File: src/rtl/seven_segment_mux.sv
// Multiplexed hex seven-segment driver: scans DIGITS digits one slot at a time,
// blanks the anodes for BLANK cycles at the start of each slot, and double-buffers
// the displayed value so an update only takes effect between frames.
// Optional feature: define SEVSEG_ZERO_BLANK_EN to suppress leading zero digits.
module seven_segment_mux #(
  parameter int DIGITS = 4,
  parameter int COUNT  = 500_000,
  parameter int BLANK  = 16
) (
  input  logic                  clk,
  input  logic                  reset,
  input  logic [4*DIGITS-1:0]   word,
  input  logic [DIGITS-1:0]     dp,
  input  logic [DIGITS-1:0]     digit_en,
  input  logic                  load,
  output logic [6:0]            seg,
  output logic                  dp_out,
  output logic [7:0]            anode_activate,
  output logic                  frame_done
);

  localparam int CNT_W = (COUNT > 1) ? $clog2(COUNT) : 1;
  localparam int IDX_W = (DIGITS > 1) ? $clog2(DIGITS) : 1;
  localparam logic [CNT_W-1:0] CNT_LAST = CNT_W'(COUNT - 1);
  localparam logic [IDX_W-1:0] IDX_LAST = IDX_W'(DIGITS - 1);
  localparam logic [CNT_W-1:0] BLANK_C  = CNT_W'(BLANK);

  logic [CNT_W-1:0]    counter_q, counter_d;
  logic [IDX_W-1:0]    index_q, index_d;
  logic                pending_q, pending_d;
  logic [4*DIGITS-1:0] staging_word_q, staging_word_d;
  logic [DIGITS-1:0]   staging_dp_q, staging_dp_d;
  logic [4*DIGITS-1:0] shadow_word_q, shadow_word_d;
  logic [DIGITS-1:0]   shadow_dp_q, shadow_dp_d;
  logic [6:0]          seg_q, seg_d;
  logic                dp_out_q, dp_out_d;
  logic [7:0]          anode_q, anode_d;
  logic                frame_done_q, frame_done_d;
  logic                frame_end;
  logic [DIGITS-1:0]   lit;
  logic [3:0]          nib;
  logic                dp_sel;
  logic                en_sel;

  // Active-high abcdefg pattern for a hex nibble; inverted later for the active-low pins.
  function automatic logic [6:0] hex_glyph(input logic [3:0] n);
    case (n)
      4'h0: hex_glyph = 7'b1111110;
      4'h1: hex_glyph = 7'b0110000;
      4'h2: hex_glyph = 7'b1101101;
      4'h3: hex_glyph = 7'b1111001;
      4'h4: hex_glyph = 7'b0110011;
      4'h5: hex_glyph = 7'b1011011;
      4'h6: hex_glyph = 7'b1011111;
      4'h7: hex_glyph = 7'b1110000;
      4'h8: hex_glyph = 7'b1111111;
      4'h9: hex_glyph = 7'b1111011;
      4'hA: hex_glyph = 7'b1110111;
      4'hB: hex_glyph = 7'b0011111;
      4'hC: hex_glyph = 7'b1001110;
      4'hD: hex_glyph = 7'b0111101;
      4'hE: hex_glyph = 7'b1001111;
      default: hex_glyph = 7'b1000111;
    endcase
  endfunction

  // Slot timing, digit index advance and the staging/shadow double buffer.
  always_comb begin
    frame_end      = (counter_q == CNT_LAST) && (index_q == IDX_LAST);
    counter_d      = counter_q + CNT_W'(1);
    index_d        = index_q;
    pending_d      = pending_q;
    staging_word_d = staging_word_q;
    staging_dp_d   = staging_dp_q;
    shadow_word_d  = shadow_word_q;
    shadow_dp_d    = shadow_dp_q;
    if (counter_q == CNT_LAST) begin
      counter_d = '0;
      index_d   = (index_q == IDX_LAST) ? '0 : index_q + IDX_W'(1);
    end
    if (frame_end) begin
      if (load) begin
        shadow_word_d = word;
        shadow_dp_d   = dp;
      end else if (pending_q) begin
        shadow_word_d = staging_word_q;
        shadow_dp_d   = staging_dp_q;
      end
      pending_d = 1'b0;
    end else if (load) begin
      staging_word_d = word;
      staging_dp_d   = dp;
      pending_d      = 1'b1;
    end
  end

`ifdef SEVSEG_ZERO_BLANK_EN
  logic seen_nonzero;

  // Light only digits at or below the most significant nonzero nibble; digit 0 always lit.
  always_comb begin
    lit          = '0;
    seen_nonzero = 1'b0;
    for (int i = DIGITS - 1; i >= 0; i--) begin
      seen_nonzero = seen_nonzero | (shadow_word_d[4*i +: 4] != 4'h0);
      lit[i]       = seen_nonzero | (i == 0);
    end
  end
`else
  assign lit = '1;
`endif

  // Output drive for the cycle being entered, so the registered pins match counter/index.
  always_comb begin
    nib          = 4'h0;
    dp_sel       = 1'b0;
    en_sel       = 1'b0;
    anode_d      = 8'hFF;
    for (int i = 0; i < DIGITS; i++) begin
      if (index_d == IDX_W'(i)) begin
        nib    = shadow_word_d[4*i +: 4];
        dp_sel = shadow_dp_d[i];
        en_sel = digit_en[i] & lit[i];
        if (digit_en[i] && lit[i] && (counter_d >= BLANK_C)) begin
          anode_d[i] = 1'b0;
        end
      end
    end
    seg_d        = en_sel ? ~hex_glyph(nib) : 7'h7F;
    dp_out_d     = en_sel ? ~dp_sel : 1'b1;
    frame_done_d = (counter_d == CNT_LAST) && (index_d == IDX_LAST);
  end

  // State and output registers; reset drops any pending load and darkens the display.
  always_ff @(posedge clk or posedge reset) begin
    if (reset) begin
      counter_q      <= '0;
      index_q        <= '0;
      pending_q      <= 1'b0;
      staging_word_q <= '0;
      staging_dp_q   <= '0;
      shadow_word_q  <= '0;
      shadow_dp_q    <= '0;
      seg_q          <= 7'h7F;
      dp_out_q       <= 1'b1;
      anode_q        <= 8'hFF;
      frame_done_q   <= 1'b0;
    end else begin
      counter_q      <= counter_d;
      index_q        <= index_d;
      pending_q      <= pending_d;
      staging_word_q <= staging_word_d;
      staging_dp_q   <= staging_dp_d;
      shadow_word_q  <= shadow_word_d;
      shadow_dp_q    <= shadow_dp_d;
      seg_q          <= seg_d;
      dp_out_q       <= dp_out_d;
      anode_q        <= anode_d;
      frame_done_q   <= frame_done_d;
    end
  end

  assign seg            = seg_q;
  assign dp_out         = dp_out_q;
  assign anode_activate = anode_q;
  assign frame_done     = frame_done_q;

endmodule

File: config.mk
export PLATFORM = sky130hd
export DESIGN_NAME = seven_segment_mux
export DESIGN_NICKNAME = d
export VERILOG_FILES = /design/src/rtl/seven_segment_mux.sv
export SDC_FILE = /design/constraint.sdc
export NUM_CORES = 1
export LEC_CHECK = 0
export CORE_MARGIN = 5
export CORE_UTILIZATION = 56
export DETAILED_ROUTE_END_ITERATION = 12
export PLACE_DENSITY = 0.88
export SLEW_MARGIN = 20
export SYNTH_ARGS = -nofsm -noshare
export SYNTH_HDL_FRONTEND = slang
export SYNTH_SLANG_ARGS = --single-unit
File: constraint.sdc
create_clock -name clk -period 4.6 [get_ports clk]
set_clock_uncertainty 0.1 [all_clocks]
set_input_delay 1.15 -clock clk [delete_from_list [all_inputs] [get_ports clk]]
set_output_delay 1.15 -clock clk [all_outputs]
set_load 0.1 [all_outputs]
Yosys cells after proc, flatten, opt, wreduce, memory -nomap -nowiden. Memory sizes are Yosys's and may differ from the RTL's. Index checks and enable logic that the tools add are counted.

Output and inout bits: 17. Bits in read-only memories: 112. Bits of input ports: 27. Memories kept: 1. Register bits: 75. Word-level logic and storage cells: 66.

Bitwise operators: 3. Muxes and demuxes: 33. Reductions and logical operators: 9. Add/subtract/negate cells: 2. Equality and inequality tests: 6. $lt $le $gt $ge: 1.

Memory list: (name not given) (depth 16, bits a word 7, rd ports 1, clocked after Yosys merged registers in 0, wr ports 0, line 47) `case (n)`.

Operator list (count): $mux 16 (3); $eq 19x19->1 const B (2); $mux 4 (7); $add 19x1->19 const B (1); $ge 19x5->1 const B (1); $mux 1 (19); $mux 19 (1); $mux 7 (1); $not 7->7 (1); $eq 2x2->1 const B (3); $logic_and 1x1->1 (6); $mux 2 (2); $add 2x1->2 const B (1); $eq 2x1->1 const B (1); $logic_not 2->1 (1); $not 1->1 (2); $reduce_and 2->1 (1); $reduce_bool 2->1 (1).

Longest topological paths before layout. Gate-level depths: netlist (run 1). An unclocked memory read counts as a cell.

Depth in word-level cells: 11. Depth in mapped cells: 17. Depth with buffers taken out: 14.

Worst setup path before layout (run 1). OpenSTA, ideal clock, no wires.

Path kind: register to register. From: reg counter_q[0]. To: reg seg_q[5], in the netlist seg[5]. Library setup time: 88 ps. Required time: 4412 ps. Cell stages (with the launch flop): 17. Path slack: 1336 ps. Arrival time: 3076 ps. Period minus slack after synthesis: 3264 ps. Buffers on the path: 3. Cells stage by stage: dfrtp_1 > ha_1 > and4_1 > buf_2 > nand2_1 > nor2_1 > buf_2 > buf_1 > o22ai_1 > a21oi_1 > o22ai_1 > nor2_1 > inv_1 > ha_1 > a21oi_1 > a211o_1 > nand3_1.

Elaborated cells between the ends (all ways): 19. Classes of those cells: eq/ne (4); mux (11); bitwise (1); reduce/logical (2); memory (1).

RTL lines: start, declared (line 28) `logic [CNT_W-1:0] counter_q, counter_d;`; start signal, assigned (line 149) `counter_q <= counter_d;`; $eq 19x19->1 (line 69) `frame_end = (counter_q == CNT_LAST) && (index_q == IDX_LAST);`; $logic_and 1x1->1 (line 69); $mux 16 (line 81) `if (frame_end) begin`; via shadow_word_d[9] (line 33) `logic [4*DIGITS-1:0] shadow_word_q, shadow_word_d;`; $mux 4 (2 in series) (line 120) `if (index_d == IDX_W'(i)) begin`; $mem_v2 16x7; $not 7->7 (line 129) `seg_d = en_sel ? ~hex_glyph(nib) : 7'h7F;`; $mux 7 (line 129); via seg_d[5] (line 35) `logic [6:0] seg_q, seg_d;`; end signal, assigned (line 156) `seg_q <= seg_d;`; end, declared (line 35).

The timed path passes the listed nets, and every way through them passes these cells. A chain may end at the register's enable or synchronous reset.

Final worst setup path (run 1).
From: in load. To: reg seg_q[3], in the netlist seg[3].

Elaborated cells between the ends (all ways): 9. Classes of those cells: mux (7); bitwise (1); memory (1).

RTL lines: start, declared (line 15) `input logic load,`; $mux 16 (line 82) `if (load) begin`; $mux 16 (line 81); via shadow_word_d[8] (line 33); $mux 4 (2 in series) (line 120); $mem_v2 16x7; $not 7->7 (line 129); $mux 7 (line 129); via seg_d[3] (line 35).

The timed path passes the listed nets, and every way through them passes these cells.

==> results of run 1 <==
[synth_stat cells (7+ instances only)]
| cell type | count |
|---|---|
| a21oi_1 | 20 |
| clkbuf_1 | 13 |
| dfrtp_1 | 63 |
| dfstp_2 | 12 |
| ha_1 | 8 |
| inv_1 | 10 |
| mux2_2 | 20 |
| nand2_1 | 11 |
| nand3_1 | 17 |
| nand4_1 | 12 |
| nor2_1 | 41 |
| nor3_1 | 12 |
| o22ai_1 | 30 |
| xnor2_1 | 7 |
| xor2_1 | 11 |
[critical path, cell delays in order]
cell and delay, ps:
clkdlybuf4s50_1 650, nand4_2 520, o22ai_1 160, a21oi_1 200
o22ai_1 110, nor2_1 450, inv_1 210, ha_1 350
a21oi_1 190, a211oi_1 80, o21ai_1 150
[cell type report]
class                   count  area, sq um
fillers                   524         2220
multi-input cells         273         1910
flip-flops and latches     75         1890
repair buffers             44          428
clock buffers              12          145
well taps                  96          120
clock inverters             4         73.8
inverters                  12         46.3
[power by group]
group	switching (mW)	leakage, nW	internal, mW
clock	0.245	0.111	0.321
combinational	0.0829	0.910	0.0515
sequential	0.0104	0.939	0.684
total	0.338	1.96	1.06
[state kept, by name, indices dropped and copies added, names as in the netlist]
signal	flops
counter_q	19
shadow_word_q	16
staging_word_q	16
seg	7
anode_activate	4
shadow_dp_q	4
staging_dp_q	4
index_q	2
dp_out	1
frame_done	1
pending_q	1
[final timing paths]
kind | from | slack, ps | cells past startpoint | end
max | load | 560 | 11 | seg[3]
min | staging_word_q[15] | 400 | 1 | staging_word_q[15]
max reg2reg | counter_q[0] | 570 | 13 | seg[3]
min reg2reg | staging_word_q[15] | 400 | 1 | staging_word_q[15]
max in group asynchronous | reset | 2600 | 3 | seg[6]
min in group asynchronous | reset | 990 | 2 | staging_word_q[1]
[per-stage QoR]
step                      setup slack (ps)  power [mW]
after detailed placement               283       0.841
after global placement                 509       0.838
final                                  562        1.39
after floorplan                       1340       0.796
after global routing                   301        1.44
after CTS                              618        1.40
[placed cells by master (no fill, tap or decap), types with 3 or more instances in the layout]
| cell | instances |
|---|---|
| dfstp_2 | 12 |
| mux2i_1 | 5 |
| mux2_2 | 20 |
| and3_1 | 5 |
| nand2_1 | 11 |
| o21ai_1 | 4 |
| dfrtp_1 | 63 |
| clkbuf_8 | 10 |
| nand4_1 | 12 |
| ha_1 | 8 |
| nor3_1 | 12 |
| nor2_1 | 41 |
| nand4b_1 | 4 |
| clkdlybuf4s50_1 | 39 |
| and4_1 | 4 |
| inv_1 | 9 |
| o221ai_1 | 3 |
| o22a_1 | 3 |
| xnor2_1 | 7 |
| or3_1 | 5 |
| nand3_1 | 17 |
| a21o_1 | 4 |
| nor4_1 | 3 |
| conb_1 | 4 |
| buf_4 | 5 |
| a21oi_1 | 20 |
| o21ai_0 | 5 |
| o22ai_1 | 30 |
| xor2_1 | 11 |
[logic make-up (layout without fill, tap and decap cells)]
| family | count (synthesis) | in the layout |
|---|---|---|
| flops | 75 | 75 |
| buf+inv | 36 | 72 |
| compound gates | 83 | 83 |
| xor+xnor | 18 | 18 |
| other cells | 1 | 4 |
| fa+ha+maj | 8 | 8 |
| simple gates | 135 | 135 |
| mux | 25 | 25 |
[routing by layer]
layer	vias to the layer above	part of all wire, %	GRT usage, %
li1	1466	-	-
met1	1561	43	29.8
met2	115	50	37.1
met3	11	5.6	5.05
met4	0	0.99	8.42
met5	-	0	0
==> results.md, run 1 <==
- Critical-path maximum fanout: 19
- RSZ-0062 raised after global routing: no
- Total gr overflow: 0
- # diodes: 0
- Mapped cell area: 3970 sq um
- Max_slew headroom: 31.2%
- Clock sink total: 75
- # resized after CTS: 0
- CTS clock-pin slew for the worst setup and hold paths: 80 ps
- IO buf count: 39
- Ys flop type: dfrtp_1
- GRT Overall Usage: 22.8%
- Hold Path Class: reg2reg
- Overall die area: 8870 sq um
- First-pass DRT Iterations: 6
- Synth top area cells: dfrtp_1, dfstp_2, mux2_2, o22ai_1, nor2_1
- Max Cap Viol: 0
- Mux share of post-synthesis cell area: 6.94%
- Min cycle time layout: 4040 ps
- P per Cell Area: 302 nW/um^2
- Ys async rst share: 100%
- Die H: 94.2 um
- Non-filler cells, final: 516
- Hold buffers post-CTS: 0
- Post-synthesis area per instance: 10.4 sq um
- Core area: 6830 sq um
- Maximum clock rate: 248 MHz
- Routed len/inst: 18.5 um
- Cell area after layout: 4610 sq um
- Share of cells above drive strength 1: 16.2%
- Final hold vios: 0
- Root Buffer: clkbuf_8
- Critical path type: in2reg
- Post-DP Area: 4390 sq um
- Io pins: 44
- Initial antenna violation count: 0
- Yosys warns: 0
- DRT iter0 DRCs: 239
- DR DRC count: 0
- Num CTS Buffers: 9
- Status: completed
- Total negative slack: 0 ps
- Starting density of the core: 58.1%
- DPL Wire Length: 6670 um
- Endpoint type of the worst setup path: register
- Yosys top cell by area: dfrtp_1
- Nets@finish: 450
- Worst EP arrival: 4230 ps
- Peak VDD IR: 0.194 mV
- Simple-Gate Fraction of Synth Area: 20.1%
- Inst Count DP: 500
- Crit share post-route: 87.8%
- XOR/XNOR share of the synthesized area: 3.97%
- Final core utilization: 67.5%
- Hold WS: 400 ps
- DIE WIDTH: 94.2 um
- Row count: 30
- Clk buf depth: 2
- Leakage: 1.96 nW
- Largest net degree at the start of global routing: 37
- Clk_lat worst skew: 350 ps
- Number of global-route vias before repair: 3365
- Syn Inst Count: 381
- Routed WL: 9520 um
- DR vias: 3153
- CP startpoint kind: input pin
- Seq cells post-synth: 75
- Sequential share of the synthesized area: 47.7%
- Adder-cell area share of the yosys netlist: 2.52%
- Post-CTS Setup Inserts: 0
- Compound-cell area share of the yosys netlist: 14.1%
- Worst slew pin tran: 1030 ps
- Post-DRT Antenna Nets: 0
- CTS tree: yes
- Final GP Congestion: 0.906
- Post-synth EDFFs: 0
- Main combinational cell family by area after synthesis: simple AND/OR/NAND/NOR gates
- First-pass GRT wire length: 15900 um
- Syn-to-layout area delta: 16.2%
- Yosys top cell area share: 39.7%
- Max-slew violations: 0
- Endpoints failing setup: 0
- Data required, critical path: 4790 ps
- Yosys cell types: 61
- Vias per inst: 6.11
- H-tree lvl count: 3
No activity file was read; power rests on OpenSTA's default activity.
==> run 2, diff against run 1 <==
--- a/config.mk
+++ b/config.mk
@@ -5,8 +5,10 @@
 export SDC_FILE = /design/constraint.sdc
 export NUM_CORES = 1
 export LEC_CHECK = 0
+export CELL_PAD_IN_SITES_DETAIL_PLACEMENT = 1
+export CELL_PAD_IN_SITES_GLOBAL_PLACEMENT = 1
 export CORE_MARGIN = 5
-export CORE_UTILIZATION = 56
+export CORE_UTILIZATION = 44
 export DETAILED_ROUTE_END_ITERATION = 12
 export PLACE_DENSITY = 0.88
 export SLEW_MARGIN = 20
==> results.md, run 2 (same netlist as run 1, synthesis figures left out) <==
- Number of global-route vias before repair: 3560 (+5.8%)
- Commonest non-fill, non-tap cell in the layout: dfrtp_1
- Status: completed
- Overall die area: 11000 sq um (+24%)
- Hold Crit Start: staging_dp_q[2]
- Post-DRT Antenna Nets: 0 (unchanged)
- CTS tree: yes
- DPL Wire Length: 7460 um (+12%)
- Core area: 8760 sq um (+28%)
- Io pins: 44 (unchanged)
- Max-slew violations: 0 (unchanged)
- # resized after CTS: 0 (unchanged)
- First-pass GRT wire length: 17900 um (+13%)
- Max Cap Viol: 0 (unchanged)
- Peak VDD IR: 0.159 mV (-18%)
- P per Cell Area: 302 nW/um^2 (about the same)
- Starting density of the core: 45.3% (-13 points)
- Endpoint type of the worst setup path: register
- Combinational power share: 9.7% (about the same)
- Reg2reg start: counter_q[5]
- Leakage: 1.96 nW (+0.23%)
- DR DRC count: 0 (unchanged)
- Worst slew pin tran: 1080 ps (+49.8 ps)
- Critical-path maximum fanout: 19 (unchanged)
- Maximum clock rate: 245 MHz (-0.91%)
- Multi-input logic area: 1910 sq um (unchanged)
- Max reg flops: 19 (unchanged)
- Cell area after layout: 4630 sq um (+0.52%)
- Routed WL: 10700 um (+12%)
- R2r setup slk: 610 ps (+40 ps)
- Clk_lat worst skew: 370 ps (+20 ps)
- DIE WIDTH: 105 um (+11%)
- PnR worst setup slack: 525 ps (-37.3 ps)
- CTS clock-pin slew for the worst setup and hold paths: 80 ps (about the same)
- Int Power: 1.04 mW (-1.2%)
- Root Buffer: clkbuf_8
- Sw Share: 25.5% (+1.2 points)
- Nets@finish: 450 (unchanged)
- GRT Overall Usage: 19.9% (-2.9 points)
- Row count: 34 (+13%)
- IO buf count: 39 (unchanged)
- Share of cells above drive strength 1: 16.4% (+0.24 points)
- DR vias: 3182 (+0.92%)
- Crit share post-route: 88.6% (+0.81 points)
- Data required, critical path: 4790 ps (about the same)
- Vias per inst: 6.03 (-1.4%)
- Routed len/inst: 20.2 um (+9.7%)
- Min cycle time layout: 4080 ps (+37.3 ps)
- Endpoints failing setup: 0 (unchanged)
- Total negative slack: 0 ps (unchanged)
- CP startpoint: load
- Final hold vios: 0 (unchanged)
- H-tree lvl count: 3 (unchanged)
- Top reg by flops: counter_q
- Num CTS Buffers: 9 (unchanged)
- Worst EP arrival: 4260 ps (+30 ps)
- Fill cells: 954 (+82%)
- Final GP Congestion: 0.854 (-5.8%)
- Commonest non-fill, non-tap cells in the layout: dfrtp_1, nor2_1, clkdlybuf4s50_1
- Clock sink total: 75 (unchanged)
- Syn-to-layout area delta: 16.8%
- Max_slew headroom: 27.9% (-3.3 points)
- Clock power frac: 40.7% (about the same)
- First-pass DRT Iterations: 4 (-2)
- DRT iter0 DRCs: 128 (-46%)
- Hold Path Class: reg2reg
- Hold WS: 404 ps (+3.59 ps)
- Biggest regs: counter_q: 19 flops, shadow_word_q: 16 flops, staging_word_q: 16 flops
- P_sw: 0.357 mW (+5.6%)
- # diodes: 0 (unchanged)
- Hold buffers post-CTS: 0 (unchanged)
- Die H: 105 um (+11%)
- Critical path type: in2reg
- Sequential cell area: 1890 sq um (unchanged)
- Reg power frac: 49.5% (-0.3 points)
- Clk buf depth: 2 (unchanged)
- CP startpoint kind: input pin
- Total gr overflow: 0 (unchanged)
- RSZ-0062 raised after global routing: no
- DP Worst Slack: 221 ps (-61.5 ps)
- Largest net degree at the start of global routing: 76 (+110%)
- Post-CTS Setup Inserts: 0 (unchanged)
- Initial antenna violation count: 0 (unchanged)
- Post-DP Area: 4420 sq um (+0.63%)
==> run 2: final timing paths <==
check / to / depth (start not counted)
min in group asynchronous: staging_dp_q[1] / 3
hold reg to reg: staging_dp_q[2] / 1
hold / removal: staging_dp_q[2] / 1
max in group asynchronous: dp_out / 3
setup / recovery: seg[3] / 11
setup reg to reg: seg[3] / 13
==> run 2: final cells by class <==
cell class | instances | share of cell area (%)
well taps | 108 | 2.92
repair buffers | 44 | 9.50
flip-flops and latches | 75 | 40.8
clock inverters | 6 | 1.89
clock buffers | 10 | 2.75
multi-input cells | 273 | 41.1
inverters | 12 | 0.999
==> run 2: power groups by stage <==
| stage | sequential [mW] | combinational [mW] | clock, mW |
|---|---|---|---|
| floorplan | 0.732 | 0.0642 | 0 |
| global placement | 0.705 | 0.134 | 0 |
| detailed placement | 0.706 | 0.138 | 0 |
| CTS | 0.694 | 0.138 | 0.581 |
| global route | 0.697 | 0.145 | 0.610 |
| finish | 0.694 | 0.136 | 0.571 |
==> run 2: routing by layer <==
| layer | global-route usage [%] | vias to the layer above | wire (um) |
|---|---|---|---|
| li1 | - | 1458 | - |
| met1 | 25.8 | 1636 | 4650 |
| met2 | 32.7 | 72 | 5310 |
| met3 | 4.19 | 16 | 533 |
| met4 | 7.85 | 0 | 194 |
| met5 | 0 | - | 0 |
==> run 2: worst max-delay path: stages <==
cell	delay (ps)
clkdlybuf4s50_1	650
nand4_2	520
o22ai_1	160
a21oi_1	240
o22ai_1	100
nor2_1	430
inv_1	210
ha_1	350
a21oi_1	200
a211oi_1	80
o21ai_1	160
==> run 2: through the flow <==
stage / utilization, % / power [mW] / cells
final: 52.9 / 1.40 / 528
after global routing: 52.9 / 1.45 / 528
after floorplan: - / 0.796 / 384
after global placement: 50.4 / 0.840 / 512
after detailed placement: 50.4 / 0.844 / 512
after CTS: 52.9 / 1.41 / 528
==> run 3, diff against run 2 <==
--- a/config.mk
+++ b/config.mk
@@ -9,6 +9,7 @@
 export CELL_PAD_IN_SITES_GLOBAL_PLACEMENT = 1
 export CORE_MARGIN = 5
 export CORE_UTILIZATION = 44
+export CTS_CLUSTER_SIZE = 25
 export DETAILED_ROUTE_END_ITERATION = 12
 export PLACE_DENSITY = 0.88
 export SLEW_MARGIN = 20
==> results of run 3 <==
Same layout as run 2: the final DEF is identical, and so are final timing and power.
